[config.mk]
export PLATFORM = sky130hd
export DESIGN_NAME = shift_tx_sched_flat
export DESIGN_NICKNAME = d
export VERILOG_FILES = /design/src/rtl/shift_tx_pkg.sv /design/src/rtl/shift_tx_sched_if.sv /design/src/rtl/shift_tx_sched_piso_shifter.sv /design/src/rtl/shift_tx_sched.sv /design/src/flat_wrapper.sv
export SDC_FILE = /design/constraint.sdc
export NUM_CORES = 1
export LEC_CHECK = 0
export CAP_MARGIN = 20
export CORE_MARGIN = 2
export CORE_UTILIZATION = 40
export CTS_CLUSTER_SIZE = 20
export DETAILED_ROUTE_END_ITERATION = 8
export PLACE_DENSITY = 0.74
export SYNTH_ARGS = -nofsm -noshare
export SYNTH_HDL_FRONTEND = slang
export SYNTH_HIERARCHICAL = 1
export SYNTH_SLANG_ARGS = --single-unit
[constraint.sdc]
create_clock -name clk -period 1.4 [get_ports clk]
set_input_delay 0.21 -clock clk [delete_from_list [all_inputs] [get_ports clk]]
set_output_delay 0.21 -clock clk [all_outputs]
set_load 0.03 [all_outputs]
[src/rtl/shift_tx_pkg.sv]
// Shared types for the serial shift-channel scheduler.
package shift_tx_pkg;

    typedef enum logic [1:0] {
        IDLE  = 2'd0,
        SHIFT = 2'd1,
        GAP   = 2'd2
    } state_t;

    typedef logic req_idx_t;

endpackage

[src/rtl/shift_tx_sched_if.sv]
// Requester handshakes and serial output of the shift-channel scheduler.
interface shift_tx_sched_if #(
    parameter int WIDTH = 8
);
    import shift_tx_pkg::*;

    logic             req0_valid;
    logic [WIDTH-1:0] req0_data;
    logic             req0_ready;
    logic             req1_valid;
    logic [WIDTH-1:0] req1_data;
    logic             req1_ready;
    logic             s_out;
    logic             frame;
    req_idx_t         grant_id;
    logic             done;

    modport master (
        output req0_valid, req0_data, req1_valid, req1_data,
        input  req0_ready, req1_ready, s_out, frame, grant_id, done
    );

    modport slave (
        input  req0_valid, req0_data, req1_valid, req1_data,
        output req0_ready, req1_ready, s_out, frame, grant_id, done
    );

endinterface

[src/rtl/shift_tx_sched_piso_shifter.sv]
// Parallel-in/serial-out shifter; q is registered and presents the first bit
// in the cycle after load. Zero fill makes q fall to 0 after the last bit.
module piso_shifter #(
    parameter int WIDTH     = 8,
    parameter bit LSB_FIRST = 1'b1
) (
    input  logic             clk,
    input  logic             clear,
    input  logic             load,
    input  logic             shift,
    input  logic [WIDTH-1:0] d,
    output logic             q
);

    logic [WIDTH-1:0] sr;

    always_ff @(posedge clk) begin
        if (clear) begin
            sr <= '0;
            q  <= 1'b0;
        end else if (load) begin
            if (LSB_FIRST) begin
                q  <= d[0];
                sr <= d >> 1;
            end else begin
                q  <= d[WIDTH-1];
                sr <= d << 1;
            end
        end else if (shift) begin
            if (LSB_FIRST) begin
                q  <= sr[0];
                sr <= sr >> 1;
            end else begin
                q  <= sr[WIDTH-1];
                sr <= sr << 1;
            end
        end
    end

endmodule

[src/rtl/shift_tx_sched.sv]
// Round-robin scheduler sharing one serial shift channel between two
// word requesters: IDLE accepts a word, SHIFT emits WIDTH bits, GAP pulses done.
module shift_tx_sched
    import shift_tx_pkg::*;
#(
    parameter int WIDTH     = 8,
    parameter bit LSB_FIRST = 1'b1
) (
    input  logic clk,
    input  logic clear,
    shift_tx_sched_if.slave bus
);

    localparam int            CW       = (WIDTH > 1) ? $clog2(WIDTH) : 1;
    localparam logic [CW-1:0] LAST_BIT = CW'(WIDTH - 1);

    state_t        state, state_nxt;
    logic [CW-1:0] cnt;
    req_idx_t      last, pick;
    logic          take, shift_en;

    // Tie goes to the requester that did not win last time.
    always_comb begin
        pick = 1'b0;
        if (bus.req0_valid && bus.req1_valid) begin
            pick = ~last;
        end else if (bus.req1_valid) begin
            pick = 1'b1;
        end
    end

    always_comb begin
        state_nxt      = state;
        take           = 1'b0;
        shift_en       = 1'b0;
        bus.req0_ready = 1'b0;
        bus.req1_ready = 1'b0;
        case (state)
            IDLE: begin
                if (!clear && (bus.req0_valid || bus.req1_valid)) begin
                    take           = 1'b1;
                    bus.req0_ready = (pick == 1'b0);
                    bus.req1_ready = (pick == 1'b1);
                    state_nxt      = SHIFT;
                end
            end
            SHIFT: begin
                shift_en = 1'b1;
                if (cnt == LAST_BIT) begin
                    state_nxt = GAP;
                end
            end
            GAP:     state_nxt = IDLE;
            default: state_nxt = IDLE;
        endcase
    end

    always_ff @(posedge clk) begin
        if (clear) begin
            state        <= IDLE;
            cnt          <= '0;
            last         <= 1'b1;
            bus.grant_id <= 1'b0;
            bus.frame    <= 1'b0;
            bus.done     <= 1'b0;
        end else begin
            state     <= state_nxt;
            bus.frame <= (state_nxt == SHIFT);
            bus.done  <= (state_nxt == GAP);
            if (take) begin
                cnt          <= '0;
                last         <= pick;
                bus.grant_id <= pick;
            end else if (state == SHIFT && cnt != LAST_BIT) begin
                cnt <= cnt + CW'(1);
            end
        end
    end

    piso_shifter #(
        .WIDTH     (WIDTH),
        .LSB_FIRST (LSB_FIRST)
    ) u_piso (
        .clk   (clk),
        .clear (clear),
        .load  (take),
        .shift (shift_en),
        .d     ((pick == 1'b1) ? bus.req1_data : bus.req0_data),
        .q     (bus.s_out)
    );

endmodule

[src/flat_wrapper.sv]
// flat-port wrapper written by rule: the top's interface ports become plain ports
module shift_tx_sched_flat import shift_tx_pkg::*;
#(
    parameter int WIDTH     = 8,
    parameter bit LSB_FIRST = 1'b1
)
  (clk, clear, bus_req0_valid, bus_req0_data, bus_req1_valid, bus_req1_data, bus_req0_ready, bus_req1_ready, bus_s_out, bus_frame, bus_grant_id, bus_done);
  shift_tx_sched_if #(.WIDTH(WIDTH)) bus_i ();
  input  logic clk;
  input  logic clear;
  input wire logic [$bits(bus_i.req0_valid)-1:0] bus_req0_valid;
  input wire logic [$bits(bus_i.req0_data)-1:0] bus_req0_data;
  input wire logic [$bits(bus_i.req1_valid)-1:0] bus_req1_valid;
  input wire logic [$bits(bus_i.req1_data)-1:0] bus_req1_data;
  output wire logic [$bits(bus_i.req0_ready)-1:0] bus_req0_ready;
  output wire logic [$bits(bus_i.req1_ready)-1:0] bus_req1_ready;
  output wire logic [$bits(bus_i.s_out)-1:0] bus_s_out;
  output wire logic [$bits(bus_i.frame)-1:0] bus_frame;
  output wire logic [$bits(bus_i.grant_id)-1:0] bus_grant_id;
  output wire logic [$bits(bus_i.done)-1:0] bus_done;
  assign bus_i.req0_valid = bus_req0_valid;
  assign bus_i.req0_data = bus_req0_data;
  assign bus_i.req1_valid = bus_req1_valid;
  assign bus_i.req1_data = bus_req1_data;
  assign bus_req0_ready = bus_i.req0_ready;
  assign bus_req1_ready = bus_i.req1_ready;
  assign bus_s_out = bus_i.s_out;
  assign bus_frame = bus_i.frame;
  assign bus_grant_id = bus_i.grant_id;
  assign bus_done = bus_i.done;
  shift_tx_sched #(.WIDTH(WIDTH), .LSB_FIRST(LSB_FIRST)) u_core (.clk(clk), .clear(clear), .bus(bus_i));
endmodule
==> run metrics, run 1 <==
number of sinks driven by the clock tree 17; number of top-level pins 26; design area 0.00131 mm2; reg2reg setup slack 0.06 ns; count of buffers inserted at the top-level ports 25; number of buffers inserted during clock tree synthesis 3; placed inst area 0.00117 mm2; detailed-route vias per instance 4.91; start point of the worst min-delay path bus_req1_valid; depth of the worst register-to-register path 5; final weighted congestion in routability-driven placement 0.742; hold violation count in the final report 0; Worst Slack Setup Final -0.0391 ns; via count of the first global-routing pass 733; final-report setup violation count 1; Slew @ Worst Pin 0.303 ns; nature of the critical path endpoint output pin; violations in the final reports negative setup slack; clock tree buffer depth 2; number of antenna diodes 0; ratio of final minimum period to clock period 1.03; final net count 144; Final Skew 0.00645 ns; drt total wl 1940 um; Cell Area, Synth 852 um2; remaining global-route overflow 0; starting density of the core 0.430; Detailed Routing Iterations Pass 1 4; worst min-delay path category input pin to register; average wire length per cell after detail routing 13.1 um; synthesized instance count 83; final slew viol count 0; largest driver fanout on the critical path 5; CTS tree done; Max-Slew Margin vs Limit 0.799; outcome finished with violations; Synth Area per Inst 10.3 um2; placed wire-length estimate 1400 um; number of vias after detailed routing 727; critical path type register to output pin; total power after layout 1.12 mW; antenna violation net count after detailed routing 0; chip height 50.2 um; worst hold path endpoint u_core/last; Clock Root Buffer clkbuf_4; P_leak 0.527 nW; proportion of synthesized chip area in sequential cells 0.399; Synth area leaders dfxtp_1 40%, mux2i_1 11%, mux2_2 11%; final critical delay including setup and external delays 1.44 ns; setup repair after global routing missed its margin yes; iteration-0 DRC count of the detailed router 11; Clock Latency Late Sink 0.30 ns; Peak VDD IR 0.000572 V; number of warning messages in the yosys log 6; Reg clk slew, reported paths 0.11 ns; CP arrival 1.23 ns; number of rows created at floorplan 16; total core area 0.00198 mm2; number of library cell types mapped by synthesis 23; critical register-to-register path startpoint u_core/cnt[0]; area taken by flip-flops and latches 349 um2; power per standard cell area 853 mW/mm2; global-route wire length before repair 3210 um; top-area cell type share of the netlist area 0.399; max-cap violations 0; Remaining DRCs 0; footprint of the multi-input gates 546 um2; initial antenna violation count 0; largest net degree at the start of global routing 17; count of fill cells added during filler insertion 161; required time of the critical path 1.19 ns; die area 0.00252 mm2; layout cell share with drive strength beyond 1 0.380; largest area contributor in the netlist dfxtp_1; Syn Nets 105; combined global-route utilization of all metal layers 0.169; Worst Setup Start Kind register; Die Span X 50.2 um; number of levels in the clock H-tree 1; destination of the worst register-to-register timing path u_core/cnt[1]; register bit total from synthesis 17; Syn-to-layout area delta 53.5%; Setup WS pre-CTS -0.311 ns; f_max 0.695 GHz; depth of the worst hold-timing path 3
through the flow:
step / setup TNS (ns) / util / cells / hold slack [ns]
after floorplan: 0 / - / 83 / 0.465
after global placement: -2.73 / 0.592 / 139 / 0.443
after detailed placement: -3.06 / 0.592 / 139 / 0.451
after CTS: -0.124 / 0.650 / 149 / 0.424
after global routing: -0.221 / 0.660 / 148 / 0.467
final: -0.0391 / 0.660 / 148 / 0.433
per-layer routing:
| layer | vias up | wire length, um | track usage |
|---|---|---|---|
| li1 | 369 | - | - |
| met5 | - | 0 | 0 |
| met3 | 2 | 50 | 0.0357 |
| met4 | 0 | 18 | 0.0694 |
| met2 | 11 | 1020 | 0.279 |
| met1 | 345 | 845 | 0.213 |
critical path: stages (launching register included):
cell	delay [ns]
dfxtp_4	0.38
nor3_4	0.19
nand2_2	0.11
nor2_4	0.11
buf_6	0.14
sequential cells by signal (all words and copies together) (netlist names):
signal,cells
u_core/bus.done,1
u_core/bus.frame,1
u_core/bus.grant_id,1
u_core/cnt,3
u_core/last,1
u_core/state,2
u_core/u_piso/q,1
u_core/u_piso/sr,7
kinds of logic after synthesis:
kind of cell	synth area share
xor gates and xnor gates	0.0103
muxes	0.211
buffers and inverters	0.0382
AOI/OAI and AO/OA	0.113
and+or+nand+nor	0.198
adders and majority gates	0.0294
DFF	0.399
final cells by class:
| class | count | area share |
|---|---|---|
| clock buffer | 4 | 0.0201 |
| inverter | 2 | 0.00574 |
| multi-input combinational | 61 | 0.417 |
| sequential | 17 | 0.267 |
| tap | 27 | 0.0258 |
| timing repair buffer | 37 | 0.264 |
power breakdown:
part           total [mW]  internal [mW]  switching, mW  leakage, nW
Clock               0.276          0.111          0.165       0.0150
Sequential          0.538          0.517         0.0214        0.141
Combinational       0.302          0.171          0.130        0.371
Total                1.12          0.799          0.316        0.527
synth_stat cells:
| library cell | n |
|---|---|
| a211oi_1 | 7 |
| a21boi_2 | 1 |
| a21o_1 | 1 |
| a21oi_1 | 3 |
| a221o_1 | 1 |
| and2b_2 | 1 |
| and3b_1 | 2 |
| buf_6 | 1 |
| clkbuf_1 | 1 |
| clkdlybuf4s18_2 | 1 |
| dfxtp_1 | 17 |
| ha_1 | 2 |
| inv_1 | 2 |
| mux2_2 | 8 |
| mux2i_1 | 9 |
| nand2_1 | 4 |
| nor2_1 | 8 |
| nor2b_1 | 8 |
| nor3_1 | 1 |
| nor3b_4 | 1 |
| or2_2 | 1 |
| or3b_1 | 2 |
| xnor2_1 | 1 |
timing repair:
item                       4_1_cts  5_1_grt
hold buffers                     0        0
gates resized for setup         23       11
setup endpoints to repair        8       12
hold endpoints to repair         0        0
setup buffers                    6        0
pin swaps                        6        3
worst max path at each step:
stage | start | endpoint | cells past startpoint
2_1_floorplan | u_core/cnt[0] | u_core/cnt[1] | 5
3_3_place_gp | bus_req0_valid | u_core/u_piso/sr[5] | 7
3_5_place_dp | bus_req1_valid | u_core/u_piso/sr[5] | 6
4_1_cts | u_core/last | bus_req1_ready | 5
5_1_grt | u_core/state[1] | bus_req0_ready | 4
6_report | u_core/state[1] | bus_req0_ready | 4
cell usage in the layout (no fill, tap or decap), drive strengths merged:
cell,Yosys,layout
a21boi,1,1
and3b,2,2
inv,2,2
or3b,2,2
clkdlybuf4s50,0,16
mux2,8,8
nor3b,1,1
a221o,1,1
a21oi,3,3
or2,1,1
dfxtp,17,17
nor2b,8,8
a21o,1,1
buf,1,14
and2b,1,1
xnor2,1,1
ha,2,2
nor2,8,8
nand2,4,4
a211oi,7,7
nor3,1,1
dlygate4sd2,0,7
mux2i,9,9
clkbuf,1,4
(Power assumes the default switching activity.)
==> inputs of run 2 (changes only) <==
--- a/config.mk
+++ b/config.mk
@@ -11,6 +11,7 @@
 export CTS_CLUSTER_SIZE = 20
 export DETAILED_ROUTE_END_ITERATION = 8
 export PLACE_DENSITY = 0.74
+export SETUP_SLACK_MARGIN = 0.3
 export SYNTH_ARGS = -nofsm -noshare
 export SYNTH_HDL_FRONTEND = slang
 export SYNTH_HIERARCHICAL = 1
==> run metrics, run 2 (synthesis gave the netlist of run 1 again) <==
clock tree buffer depth 2 (unchanged); depth of the worst hold-timing path 3 (unchanged); most frequent cells in the layout 16 x clkdlybuf4s50_1, 11 x dfxtp_1, 11 x buf_4; Max stage delay on crit path 0.35 ns (-0.03 ns); final net count 151 (+4.9%); number of top-level pins 26 (unchanged); number of levels in the clock H-tree 1 (unchanged); Slew @ Worst Pin 0.310 ns (+0.00714 ns); Post-Place Cells 138 (-0.72%); total core area 0.00198 mm2 (unchanged); setup repair after global routing missed its margin yes; starting density of the core 0.430 (unchanged); Die Span X 50.2 um (unchanged); start point of the worst min-delay path bus_req1_valid; max-cap violations 0 (unchanged); most common cell after layout, fill and taps aside clkdlybuf4s50_1; Final Skew 0.0153 ns (+0.00882 ns); destination of the worst register-to-register timing path u_core/u_piso/sr[2]; via count of the first global-routing pass 770 (+5.0%); number of rows created at floorplan 16 (unchanged); required time of the critical path 1.59 ns (+0.40 ns); Max-Slew Margin vs Limit 0.793 (-0.00578); outcome finished with violations; Peak VDD IR 0.000908 V (+59%); largest net degree at the start of global routing 17 (unchanged); number of vias after detailed routing 762 (+4.8%); die area 0.00252 mm2 (unchanged); hold violation count in the final report 0 (unchanged); CP arrival 1.67 ns (+0.44 ns); reg2reg setup slack -0.08 ns (-0.14 ns); antenna violation net count after detailed routing 0 (unchanged); detailed-route vias per instance 4.92 (about the same); critical register-to-register path startpoint u_core/last; P_leak 0.583 nW (+11%); final critical delay including setup and external delays 1.48 ns (+0.0432 ns); largest driver fanout on the critical path 6 (+1); final-layout setup total negative slack -0.343 ns (-0.304 ns); Syn-to-layout area delta 69.8%; CP bufs+invs 2 (+1); placed wire-length estimate 1310 um (-6.9%); count of fill cells added during filler insertion 130 (-19%); final weighted congestion in routability-driven placement 0.731 (-1.5%); CP delay by family, top flip-flops; Reg clk slew, reported paths 0.11 ns (about the same); depth of the worst register-to-register path 6 (+1); number of sinks driven by the clock tree 17 (unchanged); worst hold path endpoint u_core/last; worst min-delay path category input pin to register; violations in the final reports negative setup slack; power per standard cell area 814 mW/mm2 (-4.5%); flip-flop count of the largest register, all copies and words added 7 (unchanged); combined global-route utilization of all metal layers 0.179 (+0.0102); iteration-0 DRC count of the detailed router 13 (+2); critical path type register to register; Remaining DRCs 0 (unchanged); Worst Setup Start Kind register; layout cell share with drive strength beyond 1 0.539 (+0.159); drt total wl 2160 um (+12%); registers with the highest flip-flop counts u_core/u_piso/sr: 7 flops, u_core/cnt: 3 flops, u_core/state: 2 flops; library cell contributing the largest single delay on the critical path dfxtp_2; most flop-heavy register u_core/u_piso/sr; final slew viol count 0 (unchanged); Worst Slack Setup Final -0.0823 ns (-0.0432 ns); Detailed Routing Iterations Pass 1 3 (-1); average wire length per cell after detail routing 14.0 um (+6.7%); global-route wire length before repair 3460 um (+7.7%); initial antenna violation count 0 (unchanged); final-report setup violation count 10 (+9); Clock Latency Late Sink 0.30 ns (about the same); CP Cell Sequence a21boi_4, buf_12, buf_4, mux2_2, nor2b_1, a211oi_2; number of buffers inserted during clock tree synthesis 3 (unchanged); chip height 50.2 um (unchanged); ratio of final minimum period to clock period 1.06 (+0.0308); CTS tree done; f_max 0.675 GHz (-2.9%); count of buffers inserted at the top-level ports 25 (unchanged); number of antenna diodes 0 (unchanged); Clock Root Buffer clkbuf_4; Final Non-Filler Cells 155 (+4.7%); remaining global-route overflow 0 (unchanged); nature of the critical path endpoint register
run 2: changes by cell type in the layout (fill, tap and decap cells not counted), sizes merged:
cell / before / now
buf: 14 / 23
clkinvlp: 0 / 1
dlygate4sd2: 7 / 3
clkinv: 0 / 1
inv: 2 / 1
and2b: 1 / 2
run 2: final cells by class:
class	instances	area (um2)	share of cell area
clock buffers	3	22.5	0.0156
clock inverters	1	5.00	0.00346
inverters	2	13.8	0.00952
multi-input cells	62	617	0.426
flip-flops and latches	17	353	0.244
well taps	27	33.8	0.0234
repair buffers	43	402	0.278
run 2: routing by layer:
layer / GRT usage / vias up / wire, um
li1: - / 385 / -
met1: 0.217 / 361 / 940
met2: 0.316 / 14 / 1120
met3: 0.0446 / 2 / 89
met4: 0.0417 / 0 / 12
met5: 0 / - / 0
run 2: worst max-delay path by stage:
stage / from / endpoint / cells after the start
after CTS: u_core/last / bus_req1_ready / 5
after detailed placement: bus_req1_valid / u_core/u_piso/sr[1] / 6
after global routing: u_core/state[1] / u_core/u_piso/sr[1] / 7
final: u_core/last / u_core/u_piso/sr[2] / 6
after global placement: bus_req0_valid / u_core/u_piso/sr[6] / 6
after floorplan: u_core/last / u_core/u_piso/sr[0] / 4
run 2: worst reg2reg max path, delay by kind of cell, from the launching register on:
kind	cells	cell delay [ns]
simple gates	1	0.17
compound gates	2	0.23
flops	1	0.35
mux	1	0.34
buf+inv	2	0.28
run 2: stage by stage:
stage | power, mW | util | area (um2) | hold WS, ns | setup WS [ns]
final | 1.18 | 0.730 | 1450 | 0.434 | -0.0823
after detailed placement | 0.834 | 0.610 | 1210 | 0.456 | -0.315
after global placement | 0.826 | 0.610 | 1210 | 0.444 | -0.285
after floorplan | 0.716 | - | 900 | 0.466 | 0.157
after CTS | 1.15 | 0.700 | 1390 | 0.439 | -0.0254
after global routing | 1.24 | 0.730 | 1450 | 0.454 | -0.184
run 2: what timing repair did:
action                                  CTS  global route
cloned                                    0             1
hold buffers                              0             0
pin swaps                                 9             9
buffers inserted                         11             1
endpoints found under the setup margin   21            20
resized for setup                        49            14
run 2: report_power, final:
part           leakage, nW  total (mW)  switching [mW]  internal [mW]
logic                0.423       0.374           0.158          0.216
registers            0.142       0.540          0.0234          0.517
clock network       0.0177       0.264           0.158          0.106
total                0.583        1.18           0.339          0.839
==> inputs of run 3 (changes only) <==
--- a/config.mk
+++ b/config.mk
@@ -5,7 +5,6 @@
 export SDC_FILE = /design/constraint.sdc
 export NUM_CORES = 1
 export LEC_CHECK = 0
-export CAP_MARGIN = 20
 export CORE_MARGIN = 2
 export CORE_UTILIZATION = 40
 export CTS_CLUSTER_SIZE = 20
==> results of run 3 <==
Final layout, timing and power as in run 2 (identical DEF).
